$ cat src/rtl/snn_interfaces_pkg.sv
// Shared types and default sizes for the feature-map pool scanner.
// Holds coordinate/event structs and the pool FSM state encoding.
// Optional spike counter in the scanner is enabled by FM_POOL_SPIKE_COUNT_EN.
package snn_interfaces_pkg;

  localparam int DEFAULT_COORD_BITS  = 4;
  localparam int DEFAULT_CHANNELS    = 2;
  localparam int DEFAULT_NEURON_BITS = 8;
  localparam int DEFAULT_IMG_WIDTH   = 4;
  localparam int DEFAULT_IMG_HEIGHT  = 4;

  typedef struct packed {
    logic [DEFAULT_COORD_BITS-1:0] x;
    logic [DEFAULT_COORD_BITS-1:0] y;
  } vec2_t;

  typedef enum logic [2:0] {
    IDLE,
    READ,
    WAIT,
    WRITE,
    EMIT,
    NEXT,
    DONE
  } pool_state_e;

  typedef struct packed {
    vec2_t                       coord;
    logic [DEFAULT_CHANNELS-1:0] mask;
  } spike_evt_t;

endpackage

$ cat src/rtl/fm_leak_fire.sv
// One-channel leak and threshold: saturating subtract, then fire-and-reset.
// Latency: purely combinational.
// Backpressure: none, the caller registers the result.
module fm_leak_fire #(
  parameter int B = 8
) (
  input  logic [B-1:0] v,
  input  logic [B-1:0] leak,
  input  logic [B-1:0] thresh,
  output logic [B-1:0] v_new,
  output logic         fire
);

  logic [B-1:0] leaked;

  // Leak clamps at zero so a small potential never wraps to a large one.
  always_comb begin
    leaked = (v > leak) ? (v - leak) : '0;
    fire   = (leaked >= thresh);
    v_new  = fire ? '0 : leaked;
  end

endmodule

$ cat src/rtl/fm_pool_scanner.sv
// Pool-phase sweep of the membrane map: read, leak/fire, write back, emit events.
// Latency: 4 cycles per coordinate with no stalls, plus 1 when an event is emitted.
// Backpressure: each request (read, write, event) is held stable until its ready.
// Optional FM_POOL_SPIKE_COUNT_EN adds a spike_count output summing fired channels.
module fm_pool_scanner
  import snn_interfaces_pkg::*;
#(
  parameter int COORD_BITS       = DEFAULT_COORD_BITS,
  parameter int CHANNELS         = DEFAULT_CHANNELS,
  parameter int BITS_PER_CHANNEL = DEFAULT_NEURON_BITS,
  parameter int IMG_WIDTH        = DEFAULT_IMG_WIDTH,
  parameter int IMG_HEIGHT       = DEFAULT_IMG_HEIGHT
) (
  input  logic                                 clk,
  input  logic                                 rst,
  input  logic                                 start,
  input  logic [BITS_PER_CHANNEL-1:0]          cfg_leak,
  input  logic [BITS_PER_CHANNEL-1:0]          cfg_thresh,
  output logic                                 busy,
  output logic                                 done,
  output logic                                 rd_req,
  output vec2_t                                rd_coord,
  input  logic                                 rd_ready,
  input  logic [CHANNELS*BITS_PER_CHANNEL-1:0] rd_data,
  output logic                                 wr_req,
  output vec2_t                                wr_coord,
  output logic [CHANNELS*BITS_PER_CHANNEL-1:0] wr_data,
  input  logic                                 wr_ready,
  output logic                                 evt_valid,
  input  logic                                 evt_ready,
  output vec2_t                                evt_coord,
`ifdef FM_POOL_SPIKE_COUNT_EN
  output logic [$clog2(IMG_WIDTH*IMG_HEIGHT*CHANNELS+1)-1:0] spike_count,
`endif
  output logic [CHANNELS-1:0]                  evt_mask
);

  localparam int B = BITS_PER_CHANNEL;

  pool_state_e           state;
  logic [COORD_BITS-1:0] x;
  logic [COORD_BITS-1:0] y;
  logic [B-1:0]          leak_q;
  logic [B-1:0]          thresh_q;
  logic [CHANNELS-1:0]   mask_q;
  logic [CHANNELS*B-1:0] v_new;
  logic [CHANNELS-1:0]   fire;
  logic                  last_coord;

  for (genvar i = 0; i < CHANNELS; i++) begin : g_ch
    fm_leak_fire #(.B(B)) u_leak_fire (
      .v      (rd_data[i*B +: B]),
      .leak   (leak_q),
      .thresh (thresh_q),
      .v_new  (v_new[i*B +: B]),
      .fire   (fire[i])
    );
  end

  assign last_coord = (x == COORD_BITS'(IMG_WIDTH - 1)) && (y == COORD_BITS'(IMG_HEIGHT - 1));

  // Scan FSM; every interface output is a register written only here.
  always_ff @(posedge clk or posedge rst) begin
    if (rst) begin
      state     <= IDLE;
      busy      <= 1'b0;
      done      <= 1'b0;
      rd_req    <= 1'b0;
      rd_coord  <= '0;
      wr_req    <= 1'b0;
      wr_coord  <= '0;
      wr_data   <= '0;
      evt_valid <= 1'b0;
      evt_coord <= '0;
      evt_mask  <= '0;
      mask_q    <= '0;
      leak_q    <= '0;
      thresh_q  <= '0;
      x         <= '0;
      y         <= '0;
    end else begin
      case (state)
        IDLE: begin
          if (start) begin
            busy     <= 1'b1;
            leak_q   <= cfg_leak;
            thresh_q <= cfg_thresh;
            x        <= '0;
            y        <= '0;
            rd_req   <= 1'b1;
            rd_coord <= '0;
            state    <= READ;
          end
        end
        READ: begin
          if (rd_ready) begin
            rd_req <= 1'b0;
            state  <= WAIT;
          end
        end
        WAIT: begin
          // Read data is only valid in this cycle, so capture the result now.
          wr_data  <= v_new;
          mask_q   <= fire;
          wr_coord <= rd_coord;
          wr_req   <= 1'b1;
          state    <= WRITE;
        end
        WRITE: begin
          if (wr_ready) begin
            wr_req <= 1'b0;
            if (mask_q != '0) begin
              evt_valid <= 1'b1;
              evt_coord <= wr_coord;
              evt_mask  <= mask_q;
              state     <= EMIT;
            end else begin
              state <= NEXT;
            end
          end
        end
        EMIT: begin
          if (evt_ready) begin
            evt_valid <= 1'b0;
            state     <= NEXT;
          end
        end
        NEXT: begin
          if (last_coord) begin
            done  <= 1'b1;
            state <= DONE;
          end else begin
            if (x == COORD_BITS'(IMG_WIDTH - 1)) begin
              x          <= '0;
              y          <= y + 1'b1;
              rd_coord.x <= '0;
              rd_coord.y <= y + 1'b1;
            end else begin
              x          <= x + 1'b1;
              rd_coord.x <= x + 1'b1;
              rd_coord.y <= y;
            end
            rd_req <= 1'b1;
            state  <= READ;
          end
        end
        DONE: begin
          done  <= 1'b0;
          busy  <= 1'b0;
          state <= IDLE;
        end
        default: state <= IDLE;
      endcase
    end
  end

`ifdef FM_POOL_SPIKE_COUNT_EN
  localparam int SC_W = $clog2(IMG_WIDTH*IMG_HEIGHT*CHANNELS+1);

  logic [SC_W-1:0] mask_cnt;

  // Number of channels that fired at the coordinate being written back.
  always_comb begin
    mask_cnt = '0;
    for (int i = 0; i < CHANNELS; i++) begin
      mask_cnt = mask_cnt + SC_W'(mask_q[i]);
    end
  end

  // Spike total for the sweep, restarted by each accepted start.
  always_ff @(posedge clk or posedge rst) begin
    if (rst) begin
      spike_count <= '0;
    end else if (state == IDLE && start) begin
      spike_count <= '0;
    end else if (state == WRITE && wr_ready) begin
      spike_count <= spike_count + mask_cnt;
    end
  end
`endif

endmodule

$ cat config.mk
export PLATFORM = sky130hd
export DESIGN_NAME = fm_pool_scanner
export DESIGN_NICKNAME = d
export VERILOG_FILES = /design/src/rtl/snn_interfaces_pkg.sv /design/src/rtl/fm_leak_fire.sv /design/src/rtl/fm_pool_scanner.sv
export SDC_FILE = /design/constraint.sdc
export NUM_CORES = 1
export LEC_CHECK = 0
export ABC_AREA = 1
export CAP_MARGIN = 20
export CORE_UTILIZATION = 48
export CTS_CLUSTER_DIAMETER = 50
export CTS_CLUSTER_SIZE = 30
export DETAILED_ROUTE_END_ITERATION = 8
export PLACE_DENSITY = 0.86
export SETUP_SLACK_MARGIN = 0.02
export SLEW_MARGIN = 20
export SYNTH_ARGS = -nofsm -noshare
export SYNTH_HDL_FRONTEND = slang
export SYNTH_SLANG_ARGS = --single-unit
$ cat constraint.sdc
create_clock -name clk -period 2.3 [get_ports clk]
set_input_delay 0.46 -clock clk [delete_from_list [all_inputs] [get_ports clk]]
set_output_delay 0.46 -clock clk [all_outputs]
set_load 0.05 [all_outputs]
* Yosys cells after proc, flatten, opt, wreduce, memory -nomap -nowiden
Index checks and enable logic that the tools add are counted.
** Word-level totals
- Flip-flop bits (word level) :: 76
- Output and inout port bits :: 47
- Word-level logic and storage cells :: 97
** Cells by class
- $add $sub $neg :: 4
- Magnitude comparators :: 4
- Equal/unequal tests :: 16
- Multiplexer cells :: 35
- Reductions and logical operators :: 19
** Operators by type and width (number)
- $mux W8 :: 7
- $mux W4 :: 5
- $pmux W3 S6 :: 1
- $ge A8 B8 Y1 :: 2
- $gt A8 B8 Y1 :: 2
- $ne A2 B2 Y1 const B :: 8
- $pmux W4 S2 :: 2
- $pmux W8 S2 :: 1
- $reduce_and A4 Y1 :: 4
- $sub A8 B8 Y8 :: 2
- $mux W3 :: 5
- $reduce_bool A2 Y1 :: 6
- $eq A3 B3 Y1 const B :: 3
- $mux W1 :: 9
- $add A4 B1 Y4 const B :: 2
- $eq A4 B2 Y1 const B :: 2
- $pmux W1 S2 :: 4
- $reduce_and A2 Y1 :: 4
- $eq A3 B2 Y1 const B :: 2
- $reduce_and A3 Y1 :: 2
- $eq A3 B1 Y1 const B :: 1
- $logic_not A3 Y1 :: 1
- $pmux W1 S3 :: 1
- $reduce_bool A3 Y1 :: 1
- $logic_and A1 B1 Y1 :: 1

* Logic depth before layout (Yosys ltp)
- Word-level depth :: 4
- Depth in mapped cells :: 20
- Depth with buffers taken out :: 20

* Cells and area by module
A second synthesis with hierarchy kept.
** Second synthesis, totals
- Cell total of the unflattened synthesis :: 563
- Area, all modules :: 4615.7 sq um
** Modules (own cells, without submodules)
- fm_pool_scanner :: instances 1, cells an instance 278, area each 3024.2 sq um, seq. area each 1801.7 sq um
- fm_leak_fire (g_ch[1].u_leak_fire) :: instances 1, cells an instance 145, area each 839.6 sq um, seq. area each 0.0 sq um
- fm_leak_fire (g_ch[0].u_leak_fire) :: instances 1, cells an instance 140, area each 752.0 sq um, seq. area each 0.0 sq um

* Worst setup path before layout
Ideal clock, no wire load.
- Kind :: input-to-reg
- Start point :: input rd_data[8]
- End point :: register wr_data[15]
- Setup time :: 0.066 ns
- Arrival :: 2.506 ns
- Data required time :: 2.234 ns
- Path slack :: -0.272 ns
- Cell stages on the path :: 19
- Path through :: inv_1 -> ha_1 -> fa_1 -> inv_1 -> nand2_1 -> nand2_1 -> nand3_1 -> nand2_1 -> nand2_2 -> nor2_1 -> inv_1 -> ha_1 -> nand2_1 -> nand3_1 -> nand2_1 -> nand2_1 -> a21oi_4 -> nand3_1 -> nand2_1
** Between the ends
- Longest elaborated chain between the ends :: 4
- Elaborated cells between the ends (all ways) :: 5
- Those cells by class :: 1 x add/sub; 2 x order compare; 2 x mux
** Ends and longest elaborated chain
- from (decl) :: line fm_pool_scanner.sv:24 : input logic [CHANNELS*BITS_PER_CHANNEL-1:0] rd_data,
- $sub A8 B8 Y8 / $gt A8 B8 Y1 (equally long branches) :: line fm_leak_fire.sv:18 : leaked = (v > leak) ? (v - leak) : '0;
- $mux W8 (*) :: line fm_leak_fire.sv:18
- $ge A8 B8 Y1 :: line fm_leak_fire.sv:19 : fire = (leaked >= thresh);
- $mux W8 (*) :: line fm_leak_fire.sv:20 : v_new = fire ? '0 : leaked;
- to (signal assigned) :: line fm_pool_scanner.sv:103 : wr_data <= v_new;
- to (decl) :: line fm_pool_scanner.sv:27 : output logic [CHANNELS*BITS_PER_CHANNEL-1:0] wr_data,
Every way passes the cells marked *; elsewhere a longest branch is shown, timed or not.
A chain may end at the register's enable or synchronous reset.

* Final worst setup path
- Start point :: register leak_q[0]
- End point :: register wr_data[12]
** Between the ends
- Longest elaborated chain between the ends :: 4
- Elaborated cells between the ends (all ways) :: 5
- Those cells by class :: 1 x add/sub; 2 x order compare; 2 x mux
** Ends and longest elaborated chain
- from (decl) :: line fm_pool_scanner.sv:43 : logic [B-1:0] leak_q;
- from (signal assigned) :: line fm_pool_scanner.sv:86 : leak_q <= cfg_leak;
- $sub A8 B8 Y8 / $gt A8 B8 Y1 (equally long branches) :: line fm_leak_fire.sv:18
- $mux W8 (*) :: line fm_leak_fire.sv:18
- $ge A8 B8 Y1 :: line fm_leak_fire.sv:19
- $mux W8 (*) :: line fm_leak_fire.sv:20
Marks and branches as above.

==> reports/metrics.csv <==
stage,metric,value,unit
final_layout,final_cell_mix,"nand2_1, clkdlybuf4s50_1, dfrtp_1",
clock_network,cts.sinks,72,
placed_design,globalplace.congestion,0.915,
final_layout,drive_gt1_frac,0.282,
synth,yosys.cell_types.count,35,
synth,avgSynthCellArea,7.90,um2
timing,fin_crit_sh,1.22,
floorplan,boundaryPins,85,
synth,syn_nets,637,
timing,hold_violations,0,
outcome,status,"finished, violations left",
synth,synth_fa_ha_area_frac,0.105,
synth,ys.flop_type,dfrtp_1,
critical_path,crit_path_end_kind,flop,
routing,wl,13.7,mm
synth,synth_top_family_by_area,simple AND/OR/NAND/NOR gates,
outcome,violations,"DRC, setup timing",
critical_path,r2r_setup_slack,-0.50,ns
global_routing,grtUsageTotal,0.256,
timing,slew_headroom,0.588,
worst_hold_path,hold_class,flop to flop,
synth,yosysTopAreaCell,dfrtp_1,
final_layout,area_growth,49.9,%
floorplan,initial_utilization,0.502,
floorplan,die_h,98.2,um
clock_network,clock_latency,0.37,ns
synth,synth.top_cell.area_share,0.405,
placed_design,placed_cell_area,5840,um2
synth,synth-xor-area-share,0.0197,
timing,fin_ws,-0.502,ns
floorplan,fp-row-count,34,
final_layout,seq_area,1800,um2
global_routing,grt_pass1_vias,4398,
job,max_cap_viol_count,0,
routing,ant_nets,0,
timing,rsz0062_at_grt,true,
floorplan,die-area,9650,um2
pwr,irDropWorstVdd,0.000743,V
timing,fin_skew,0.00956,ns
clock_network,cts_tree,done,
floorplan,die_x,98.2,um
placed_design,hpwlAfterDp,8.48,mm
global_routing,grt.overflow.total,0,
synth,synthCells,563,
timing,maxSlewViolCount,0,
final_layout,multi_input_area,2840,um2
pwr,leakagePower,3.26,nW
timing,fin_setup_tns,-6.55,ns
synth,synth_edf_count,0,
pwr,powerDensity,1600,nW/um2
clock_network,root_buffer,clkbuf_8,
routing,drt-wirelength-per-cell,16.5,um
timing,worstMarginPinSlew,0.616,ns
synth,synth_seq_area_share,0.405,
clock_network,clk_transition_reported_paths,0.08,ns
timing,period_needed,2.80,ns
routing,num_vias,4499,
routing,dr.pass1.iters,9,
final_layout,final_common_cell,nand2_1,
floorplan,coreArea,8850,um2
pwr,total_power,10.7,mW
clock_network,htreeDepth,3,
synth,synth_warnings,0,
final_layout,n_fill_cell,557,
critical_path,cp.arrival,3.10,ns
synth,netlist_area,4450,um2
critical_path,worstSetupStartpointType,flop,
timing,setup_violations,18,
critical_path,path_class,flop to flop,
final_layout,nets,789,
global_routing,antenna_found_initial,0,
synth,muxShareOfSynthArea,0,
synth,synthSimpleGateAreaFrac,0.287,
placed_design,port-buffer-count,84,
timing,fmax,357,MHz
clock_network,clockBufferDepth,2,
synth,synth_compound_area_frac,0.0974,
global_routing,grt_pass1_wl,19.6,mm
critical_path,worstPathMaxFanout,5,
global_routing,grt_max_degree,31,
routing,drt_iter0_markers,231,
synth,synthArstFlopShare,1.00,
final_layout,final_cell_area,6660,um2
clock_network,cts_buffers,9,
critical_path,required,2.60,ns
final_layout,n_antenna_cell,0,
routing,drc_errors,6,
synth,ys_seq_elements,72,
routing,via_per_inst,5.43,
synth,synthTopCellsByArea,"dfrtp_1, nand2_1, ha_1",
## final timing paths
check / cells after the start / start / to
setup / recovery: 15 / leak_q[0]$_DFFE_PP0P_ / wr_data[12]$_DFFE_PP0P_
hold / removal: 2 / evt_coord[4]$_DFFE_PP0P_ / evt_coord[4]$_DFFE_PP0P_
setup reg to reg: 15 / leak_q[0]$_DFFE_PP0P_ / wr_data[12]$_DFFE_PP0P_
hold reg to reg: 2 / evt_coord[4]$_DFFE_PP0P_ / evt_coord[4]$_DFFE_PP0P_
max in group asynchronous: 3 / rst / leak_q[0]$_DFFE_PP0P_
min in group asynchronous: 2 / rst / mask_q[1]$_DFFE_PP0P_
## per-layer routing
| layer | global-route usage | wire (um) |
|---|---|---|
| met1 | 0.286 | 4990 |
| met2 | 0.476 | 7100 |
| met3 | 0.0451 | 948 |
| met4 | 0.109 | 656 |
| met5 | 0 | 0 |
## synth_stat cells (2+ instances only)
library cell    n
o21ai_2        15
nand2_1       204
fa_1            2
buf_6           4
buf_2           3
nand2_4         4
inv_2           3
inv_4           3
nor2_2          3
or2_2           4
inv_1          77
a21oi_4         2
nand4_1         7
nand3_4         3
nand3b_1        2
nand3_1        27
nand3_2         2
xnor2_1         3
nand2_2         3
nor2_1         26
o21ai_1         5
o211ai_1        3
dfrtp_1        72
a21oi_1        13
nor3_1          2
ha_1           34
o22ai_1         2
o21ai_0        22
xor2_1          7
## layout make-up
| type | instances | share of cell area |
|---|---|---|
| clock inverters | 7 | 0.0120 |
| well taps | 108 | 0.0203 |
| clock buffers | 9 | 0.0186 |
| multi-input cells | 404 | 0.426 |
| repair buffers | 145 | 0.201 |
| inverters | 83 | 0.0515 |
| flip-flops and latches | 72 | 0.271 |
## metrics by stage
step           setup WS, ns  utilization  instances  hold slack [ns]
3_3_place_gp         -0.943        0.660        798            0.453
4_1_cts              -0.287        0.710        821            0.481
6_report             -0.502        0.753        828            0.476
3_5_place_dp          -1.04        0.660        798            0.462
5_1_grt              -0.583        0.753        828            0.510
2_1_floorplan        -0.138            -        563            0.472
## sequential cells by signal (all words and copies together), names as in the netlist, 2 cells and up
register   flops
wr_data       16
evt_coord      8
leak_q         8
rd_coord       8
thresh_q       8
wr_coord       8
y              4
state          3
evt_mask       2
mask_q         2
## repair_timing
item	CTS	global route
cloned	4	0
setup buffers	3	7
endpoints found under the setup margin	18	18
hold buffers	0	0
gates resized for setup	49	57
pin swaps	33	49
## critical path, cell delays in order (launching register included)
cell and delay (ns):
dfrtp_2 0.47, ha_4 0.19, fa_2 0.39, inv_1 0.07
nand2_1 0.06, nand2_2 0.11, nand3_4 0.09, nand2_4 0.13
nand2_8 0.09, nor2_4 0.15, ha_1 0.28, a21oi_2 0.21
nand2_4 0.10, a21oi_4 0.23, nand2_1 0.10, nand2_1 0.09
## kinds of logic (layout without fill, tap and decap cells)
| family | count (synthesis) | after routing |
|---|---|---|
| compound gates | 65 | 67 |
| xor+xnor | 10 | 10 |
| fa+ha+maj | 36 | 36 |
| buf+inv | 91 | 244 |
| flops | 72 | 72 |
| simple gates | 289 | 291 |
## power by group
part,internal [mW],switching (mW),total [mW]
Clock,0.514,0.549,1.06
Sequential,1.68,0.333,2.02
Combinational,3.03,4.54,7.57
Total,5.23,5.43,10.7
Note: power is estimated with default switching activity, not from simulation.
